[src/rtl/ipm_seq_pkg.sv]
// Shared encodings for the IPM burst sequencer: bus action codes, command ops and FSM states.
// The POLL/CLEAR states only exist when STATUS_POLL_EN is defined.
package ipm_seq_pkg;

  typedef enum logic [1:0] {
    OP_WR_MEM  = 2'b00,
    OP_RD_MEM  = 2'b01,
    OP_WR_CONF = 2'b10,
    OP_RSVD    = 2'b11
  } op_e;

  typedef enum logic [2:0] {
    S_IDLE    = 3'd0,
    S_SET_PTR = 3'd1,
    S_XFER    = 3'd2,
    S_DRAIN   = 3'd3,
    S_DONE    = 3'd4
`ifdef STATUS_POLL_EN
    ,
    S_POLL    = 3'd5,
    S_CLEAR   = 3'd6
`endif
  } state_e;

  localparam logic [4:0] CONF_CONF_DATA = 5'b00000;
  localparam logic [4:0] CONF_MEM_IN    = 5'b00001;
  localparam logic [4:0] CONF_MEM_OUT   = 5'b00010;
  localparam logic [4:0] CONF_PTR_CONF  = 5'b00011;
  localparam logic [4:0] CONF_PTR_IN    = 5'b00100;
  localparam logic [4:0] CONF_PTR_OUT   = 5'b00101;
  localparam logic [4:0] CONF_STAT      = 5'b11110;
  localparam logic [4:0] CONF_ID        = 5'b11111;

  // Pointer-load action code for the SET_PTR cycle of each op.
  function automatic logic [4:0] ptr_code(input op_e op);
    case (op)
      OP_RD_MEM:  return CONF_PTR_OUT;
      OP_WR_CONF: return CONF_PTR_CONF;
      default:    return CONF_PTR_IN;
    endcase
  endfunction

endpackage

[src/rtl/ipm_seq_rbuf.sv]
// Single-entry read buffer between the bus read return and the rdata stream.
// Can take a new beat in the same cycle the held one is consumed.
module ipm_seq_rbuf #(
  parameter int DATA_WIDTH = 32
) (
  input  logic                  clk,
  input  logic                  rst_a,
  input  logic                  i_valid,
  output logic                  o_ready,
  input  logic [DATA_WIDTH-1:0] i_data,
  output logic                  o_valid,
  input  logic                  i_ready,
  output logic [DATA_WIDTH-1:0] o_data
);

  logic                  r_valid;
  logic [DATA_WIDTH-1:0] r_data;

  always_ff @(posedge clk or negedge rst_a) begin
    if (!rst_a) begin
      r_valid <= 1'b0;
      r_data  <= '0;
    end else if (i_valid && o_ready) begin
      r_valid <= 1'b1;
      r_data  <= i_data;
    end else if (r_valid && i_ready) begin
      r_valid <= 1'b0;
    end
  end

  assign o_ready = !r_valid || i_ready;
  assign o_valid = r_valid;
  assign o_data  = r_data;

endmodule

[src/rtl/ipm_burst_sequencer.sv]
// Burst sequencer: turns pointer/length commands into IPM bus strobe sequences.
// Define STATUS_POLL_EN to add status polling before reads and a status clear after them.
module ipm_burst_sequencer
  import ipm_seq_pkg::*;
#(
  parameter int ADDR_WIDTH_PTR = 6,
  parameter int DATA_WIDTH     = 32,
  parameter int LEN_WIDTH      = 7
) (
  input  logic                      clk,
  input  logic                      rst_a,
  input  logic                      cmd_valid,
  output logic                      cmd_ready,
  input  logic [1:0]                cmd_op,
  input  logic [ADDR_WIDTH_PTR-1:0] cmd_ptr,
  input  logic [LEN_WIDTH-1:0]      cmd_len,
  input  logic                      wdata_valid,
  output logic                      wdata_ready,
  input  logic [DATA_WIDTH-1:0]     wdata,
  output logic                      rdata_valid,
  input  logic                      rdata_ready,
  output logic [DATA_WIDTH-1:0]     rdata,
  output logic                      en_s,
  output logic                      write,
  output logic                      read,
  output logic [4:0]                conf_dbus,
  output logic [ADDR_WIDTH_PTR-1:0] init_ptr,
  output logic [DATA_WIDTH-1:0]     data_out,
  input  logic [DATA_WIDTH-1:0]     data_in,
  output logic                      busy,
  output logic                      done
);

  state_e                    r_state, w_next;
  op_e                       r_op;
  logic [ADDR_WIDTH_PTR-1:0] r_ptr;
  logic [LEN_WIDTH-1:0]      r_cnt;
  logic                      r_rd_pend;
  logic                      w_accept, w_wr_op, w_wr_beat, w_rd_beat, w_last;
  logic                      w_rb_in_ready;
`ifdef STATUS_POLL_EN
  logic                      r_poll_pend;
  logic                      w_stat_ok;
  assign w_stat_ok = r_poll_pend && data_in[0];
`endif

  assign w_accept  = (r_state == S_IDLE) && cmd_valid;
  assign w_wr_op   = (r_op != OP_RD_MEM);
  assign w_wr_beat = (r_state == S_XFER) && w_wr_op && wdata_valid;
  // A strobed beat still in flight counts as buffer occupancy.
  assign w_rd_beat = (r_state == S_XFER) && !w_wr_op && !r_rd_pend && w_rb_in_ready;
  assign w_last    = (r_cnt == LEN_WIDTH'(1));

  always_ff @(posedge clk or negedge rst_a) begin
    if (!rst_a) r_state <= S_IDLE;
    else        r_state <= w_next;
  end

  always_ff @(posedge clk or negedge rst_a) begin
    if (!rst_a) begin
      r_op      <= OP_WR_MEM;
      r_ptr     <= '0;
      r_cnt     <= '0;
      r_rd_pend <= 1'b0;
    end else begin
      if (w_accept) begin
        r_op  <= op_e'(cmd_op);
        r_ptr <= cmd_ptr;
        r_cnt <= cmd_len;
      end else if (w_wr_beat || w_rd_beat) begin
        r_cnt <= r_cnt - 1'b1;
      end
      r_rd_pend <= w_rd_beat;
    end
  end

`ifdef STATUS_POLL_EN
  // Status returns one cycle after each poll strobe.
  always_ff @(posedge clk or negedge rst_a) begin
    if (!rst_a) r_poll_pend <= 1'b0;
    else        r_poll_pend <= (r_state == S_POLL) && !w_stat_ok;
  end
`endif

  always_comb begin
    w_next = r_state;
    case (r_state)
      S_IDLE:
        if (cmd_valid)
          w_next = (cmd_len == '0 || cmd_op == OP_RSVD) ? S_DONE : S_SET_PTR;
      S_SET_PTR:
`ifdef STATUS_POLL_EN
        w_next = (r_op == OP_RD_MEM) ? S_POLL : S_XFER;
      S_POLL:
        if (w_stat_ok) w_next = S_XFER;
      S_CLEAR:
        w_next = S_DONE;
`else
        w_next = S_XFER;
`endif
      S_XFER:
        if ((w_wr_beat || w_rd_beat) && w_last)
          w_next = w_wr_op ? S_DONE : S_DRAIN;
      S_DRAIN:
        if (!r_rd_pend && !rdata_valid)
`ifdef STATUS_POLL_EN
          w_next = S_CLEAR;
`else
          w_next = S_DONE;
`endif
      S_DONE:
        w_next = S_IDLE;
      default:
        w_next = S_IDLE;
    endcase
  end

  always_comb begin
    cmd_ready   = 1'b0;
    wdata_ready = 1'b0;
    write       = 1'b0;
    read        = 1'b0;
    conf_dbus   = CONF_ID;
    init_ptr    = '0;
    data_out    = '0;
    case (r_state)
      S_IDLE: cmd_ready = 1'b1;
      S_SET_PTR: begin
        write     = 1'b1;
        init_ptr  = r_ptr;
        conf_dbus = ptr_code(r_op);
      end
      S_XFER:
        if (w_wr_op) begin
          wdata_ready = 1'b1;
          if (wdata_valid) begin
            write     = 1'b1;
            data_out  = wdata;
            conf_dbus = (r_op == OP_WR_MEM) ? CONF_MEM_IN : CONF_CONF_DATA;
          end
        end else if (w_rd_beat) begin
          read      = 1'b1;
          conf_dbus = CONF_MEM_OUT;
        end
`ifdef STATUS_POLL_EN
      S_POLL:
        if (!w_stat_ok) begin
          read      = 1'b1;
          conf_dbus = CONF_STAT;
        end
      S_CLEAR: begin
        write     = 1'b1;
        conf_dbus = CONF_STAT;
      end
`endif
      default: ;
    endcase
  end

  assign busy = (r_state != S_IDLE);
  assign en_s = busy;
  assign done = (r_state == S_DONE);

  ipm_seq_rbuf #(.DATA_WIDTH(DATA_WIDTH)) u_rbuf (
    .clk     (clk),
    .rst_a   (rst_a),
    .i_valid (r_rd_pend),
    .o_ready (w_rb_in_ready),
    .i_data  (data_in),
    .o_valid (rdata_valid),
    .i_ready (rdata_ready),
    .o_data  (rdata)
  );

endmodule

[config.mk]
export PLATFORM = sky130hd
export DESIGN_NAME = ipm_burst_sequencer
export DESIGN_NICKNAME = d
export VERILOG_FILES = /design/src/rtl/ipm_seq_pkg.sv /design/src/rtl/ipm_seq_rbuf.sv /design/src/rtl/ipm_burst_sequencer.sv
export SDC_FILE = /design/constraint.sdc
export NUM_CORES = 1
export LEC_CHECK = 0
export CAP_MARGIN = 20
export CORE_UTILIZATION = 38
export DETAILED_ROUTE_END_ITERATION = 16
export HOLD_SLACK_MARGIN = 0.06
export PLACE_DENSITY = 0.88
export SYNTH_ARGS = -nofsm -noshare
export SYNTH_HDL_FRONTEND = slang
export SYNTH_HIERARCHICAL = 1
export SYNTH_SLANG_ARGS = --single-unit
[constraint.sdc]
create_clock -name clk -period 2.2 [get_ports clk]
set_clock_uncertainty 0.05 [all_clocks]
set_input_delay 0.33 -clock clk [delete_from_list [all_inputs] [get_ports clk]]
set_output_delay 0.33 -clock clk [all_outputs]
set_load 0.02 [all_outputs]
======== Word level (Yosys, flattened, before mapping) ========
Index checks and enable logic that the tools add are counted.
storage, ports and cells
  bits in registers ....................... 52
  input port bits ......................... 84
  logic and storage cells ................. 72
cells by class
  add/sub/neg operators ................... 1
  equality and inequality tests ........... 12
  mux-type cells .......................... 29
  reductions and logical operators ........ 23
operator list
  kind                 number
  $mux 32              3
  $mux 3               5
  $mux 5               3
  $mux 7               2
  $pmux 3 s4           1
  $mux 1               11
  $logic_and 1x1->1    10
  $pmux 5 s2           1
  $eq 7x1->1 const B   1
  $logic_not 7->1      1
  $sub 7x1->7 const B  1
  $eq 3x2->1 const B   2
  $mux 6               1
  $pmux 3 s2           1
  $eq 2x2->1 const B   2
  $ne 2x1->1 const B   2
  $ne 2x2->1 const B   2
  $reduce_bool 2->1    2
  $eq 3x1->1 const B   1
  $eq 3x3->1 const B   1
  $logic_not 1->1      3
  $logic_not 3->1      1
  $logic_or 1x1->1     3
  $reduce_and 3->1     1
  4 further kinds      4

======== Longest topological paths before layout ========
  depth after elaboration ................. 9
  mapped depth ............................ 7

======== Modules after synthesis ========
The synthesis kept the hierarchy.
modules (own cells, without submodules)
  module               times used  cells each  area each (µm²)  seq. area each (µm²)
  ipm_burst_sequencer  1           176         1420.1           475.5
  ipm_seq_rbuf         1           71          1391.3           825.8

======== Least setup slack after synthesis ========
Ideal clock, no wire load.
  path type ............................... reg-to-output
  start ................................... register r_op[1]
  end ..................................... output conf_dbus[4]
  arrival ................................. 1.856 ns
  data required time ...................... 1.820 ns
  slack ................................... -0.036 ns
  stages on the path, launching flop included .. 8
  buffers on the path ..................... 1
  path through ............................ dfrtp_1 > inv_1 > ha_1 > nor2b_1 > and2_1 > or2_2 > nor2_1 > buf_4
on the way
  cells in the longest elaborated chain, start to end .. 8
RTL lines
  element                         RTL line                    text
  start: declaration              ipm_burst_sequencer.sv:35   op_e r_op;
  start signal: assignment        ipm_burst_sequencer.sv:67   r_op <= op_e'(cmd_op);
  $ne 2x1->1 *                    ipm_burst_sequencer.sv:48   assign w_wr_op = (r_op != OP_RD_MEM);
  $logic_not 1->1                 ipm_burst_sequencer.sv:51   assign w_rd_beat = (r_state == S_XFER) && !w_wr_op && !r_rd_pend && w_rb_in_ready;
  $logic_and 1x1->1 (3 in a row)  ipm_burst_sequencer.sv:51
  $mux 5                          ipm_burst_sequencer.sv:141  end else if (w_rd_beat) begin
  $mux 5 *                        ipm_burst_sequencer.sv:134  if (w_wr_op) begin
  $pmux 5 s2 *                    ipm_burst_sequencer.sv:126  case (r_state)
  end: declaration                ipm_burst_sequencer.sv:26   output logic [4:0] conf_dbus,
Every way passes the cells marked *; elsewhere a longest branch is shown, timed or not.

======== Final worst setup path ========
  start ................................... register r_state[2]
  end ..................................... output data_out[14]
on the way
  cells in the longest elaborated chain, start to end .. 2
RTL lines
  element                   RTL line                    text
  start: declaration        ipm_burst_sequencer.sv:34   state_e r_state, w_next;
  start signal: assignment  ipm_burst_sequencer.sv:56   else r_state <= w_next;
  $eq 3x2->1                ipm_burst_sequencer.sv:126
  $mux 32                   ipm_burst_sequencer.sv:126
  end: declaration          ipm_burst_sequencer.sv:28   output logic [DATA_WIDTH-1:0] data_out,
Every way passes these cells.

==> metrics.cfg <==
[cells_and_area]
syn_to_final_growth_pct=67.07
final_common_cell=clkdlybuf4s50_1
final_cell_mix=clkdlybuf4s50_1, dfrtp_1, and3_1
seq_area_um2=1303
nNetsFinal=515
multiInputGateArea_um2=1394
fin_util_pct=67.28
stdcell_area_um2=4697
drive_gt1_share_pct=27.70
num_antenna_cells=0
fillers=565

[flow_run]
maxCapViolations=0

[drt]
dr_wl_met2_mm=4.855
drt_first_iter_violations=81
wl_per_cell_um=16.85
top_layer_used=met4
ant_nets=0
wl_met3_um=410
drc=0
totalWireLength_mm=8.798
m1WireLength_mm=3.368
firstDrtPassIters=4
viasPerCell=4.874
vias=2544

[synthesis]
netlist_area_um2=2811
synth_fp_nets=337
ys_types=42
yosysTopAreaCell=dfrtp_1
netlist.area_leader.share_pct=46.28
synth-async-reset-ratio_pct=100.0
seq_area_frac_synth_pct=46.28
ys.flop_type=dfrtp_1
ys_ff_latch=52
synth_warnings=6
synth-edff-count=0
synth_cells=247
avgSynthCellArea_um2=11.38
netlist_top_cells_area=dfrtp_1, mux2_4, and3_1

[global_route]
grt_remaining_overflow=0
antenna_found_initial=0
grt_start_max_net_pins=21
grt_usage_pct=22.48
first_global_vias=2704
grt_pass1_wl_mm=13.30

[sta]
max-slew-margin-rel_pct=64.77
setup_viol=0
min_period_over_period_pct=97.84
period_minus_slack_ns=2.152
worst_slew_pin_slew_ns=0.5285
rsz0062_at_grt=yes
fmax_ghz=0.4646
hold_violations=0
drv_slew=0

[die]
start_util_pct=40.27
die_h_um=88.02
core_um2=6982
die_w_um=88.02
row_count=30
ioPinCount=167
die_area_um2=7747

[pwr]
p_leak_nw=2.322
peakVddDrop_v=0.0006710
powerDensity_nw_per_um2=1299

[clock_network]
cts_tree=yes
cts_buffer_depth=2
cts_sinks=52
htreeDepth=2
worst_skew_pair.late_latency_ns=0.30
path_clk_slew_ns=0.10
numCtsBuffers=5
clock-root-buffer=clkbuf_8

[worst_setup_path]
cp.required_ns=1.82
arrival_ns=1.77
r2r-start=r_state[2]
crit_chain=nor3b_4 > buf_4 > buf_6 > and3_1 > clkdlybuf4s15_2
slowest_stage=dfrtp_2
max_stage_delay_ns=0.45
cp-end-kind=output pin
crit_start=r_state[2]
r2r_end=r_cnt[4]
reg2reg_depth=6
cp-endpoint=data_out[14]
startpoint_type=register
worstSetupPathType=reg -> out
cp_max_fo=17
rrSetupSlack_ns=0.31

[placement]
place_area_um2=4611
port_buffers=166
dp_hpwl_mm=6.492
place.gp.congestion=0.8195

[min_path]
hold_path.class=reg -> reg

[outcome]
status=complete, no violations

[critical path, delay by kind of cell, from the launching register on]
kind                   cells  cell delay [ns]
buffers and inverters      3             0.59
DFF                        1             0.45
and+or+nand+nor            2             0.42
[area by class of cell]
class | instances | share of cell area (%)
Inverter | 9 | 0.7192
Clock buffer | 6 | 1.758
Sequential cell | 52 | 27.73
Tap cell | 96 | 2.557
Multi-Input combinational cell | 168 | 29.68
Timing Repair Buffer | 189 | 36.73
Clock inverter | 2 | 0.8258
[per-stage QoR]
stage / power, W / hold slack (ns) / worst slack [ns] / setup TNS (ns) / std cells
final: 0.006103 / 0.4360 / 0.04759 / 0 / 522
after global routing: 0.006464 / 0.4609 / -0.04897 / -0.1974 / 522
after CTS: 0.006117 / 0.4294 / 0.004488 / 0 / 521
after detailed placement: 0.005358 / 0.2286 / -0.3583 / -9.814 / 509
after global placement: 0.005244 / 0.2248 / -0.3081 / -8.154 / 509
after floorplan: 0.003783 / -0.01559 / 0.08608 / 0 / 247
[worst min path at each step]
| stage | endpoint | cells after the start | from |
|---|---|---|---|
| 3_3_place_gp | u_rbuf/o_data[24] | 1 | rst_a |
| 3_5_place_dp | u_rbuf/o_data[24] | 1 | rst_a |
| 6_report | r_ptr[5] | 2 | r_ptr[5] |
| 5_1_grt | r_ptr[0] | 2 | r_ptr[0] |
| 2_1_floorplan | r_cnt[0] | 0 | rst_a |
| 4_1_cts | u_rbuf/o_data[24] | 2 | rst_a |
[registers in the layout, summed over array words and instances, names as in the netlist]
register	flops
u_rbuf/o_valid	1
u_rbuf/o_data	32
r_rd_pend	1
r_op	2
r_ptr	6
r_cnt	7
r_state	3
[Yosys cell counts (4+ instances only)]
cell type  number
dfrtp_1        52
and3_1         33
mux2_4         30
nand2_1        25
and2_1         10
inv_1           9
clkbuf_1        8
nor2_1          7
ha_1            6
o21ai_0         6
nor3_1          5
nor4_1          5
buf_2           4
o211ai_1        4
or3_1           4
[report_power, final]
| part | switching, W | internal, W |
|---|---|---|
| Combinational | 0.00180 | 0.00189 |
| Sequential | 0.000308 | 0.00142 |
| Clock | 0.000310 | 0.000372 |
[cell families (layout without fill, tap and decap cells)]
kind of cell               Yosys count  count (layout)  synth area share, %
muxes                               33              33                17.22
AOI/OAI and AO/OA                   25              25                6.587
DFF                                 52              52                46.28
buffers and inverters               27             206                5.830
xor gates and xnor gates             3               3               0.9348
adders and majority gates            6               6                2.670
and+or+nand+nor                    101             101                20.47
[per-layer routing]
metal / track usage (%) / vias to the layer above
met5: 0 / -
met4: 7.771 / 0
met3: 5.372 / 17
met2: 42.99 / 76
met1: 23.98 / 1225
li1: - / 1226
[repair_timing]
item / 4_1_cts / 5_1_grt
endpoints found under the setup margin: 49 / 44
endpoints found under the hold margin: 17 / 0
hold buffers: 1 / 0
gates resized for setup: 114 / 49
gates cloned: 2 / 0
buffers inserted: 1 / 1
pin swaps: 1 / 0
No activity file was read; power rests on OpenSTA's default activity.
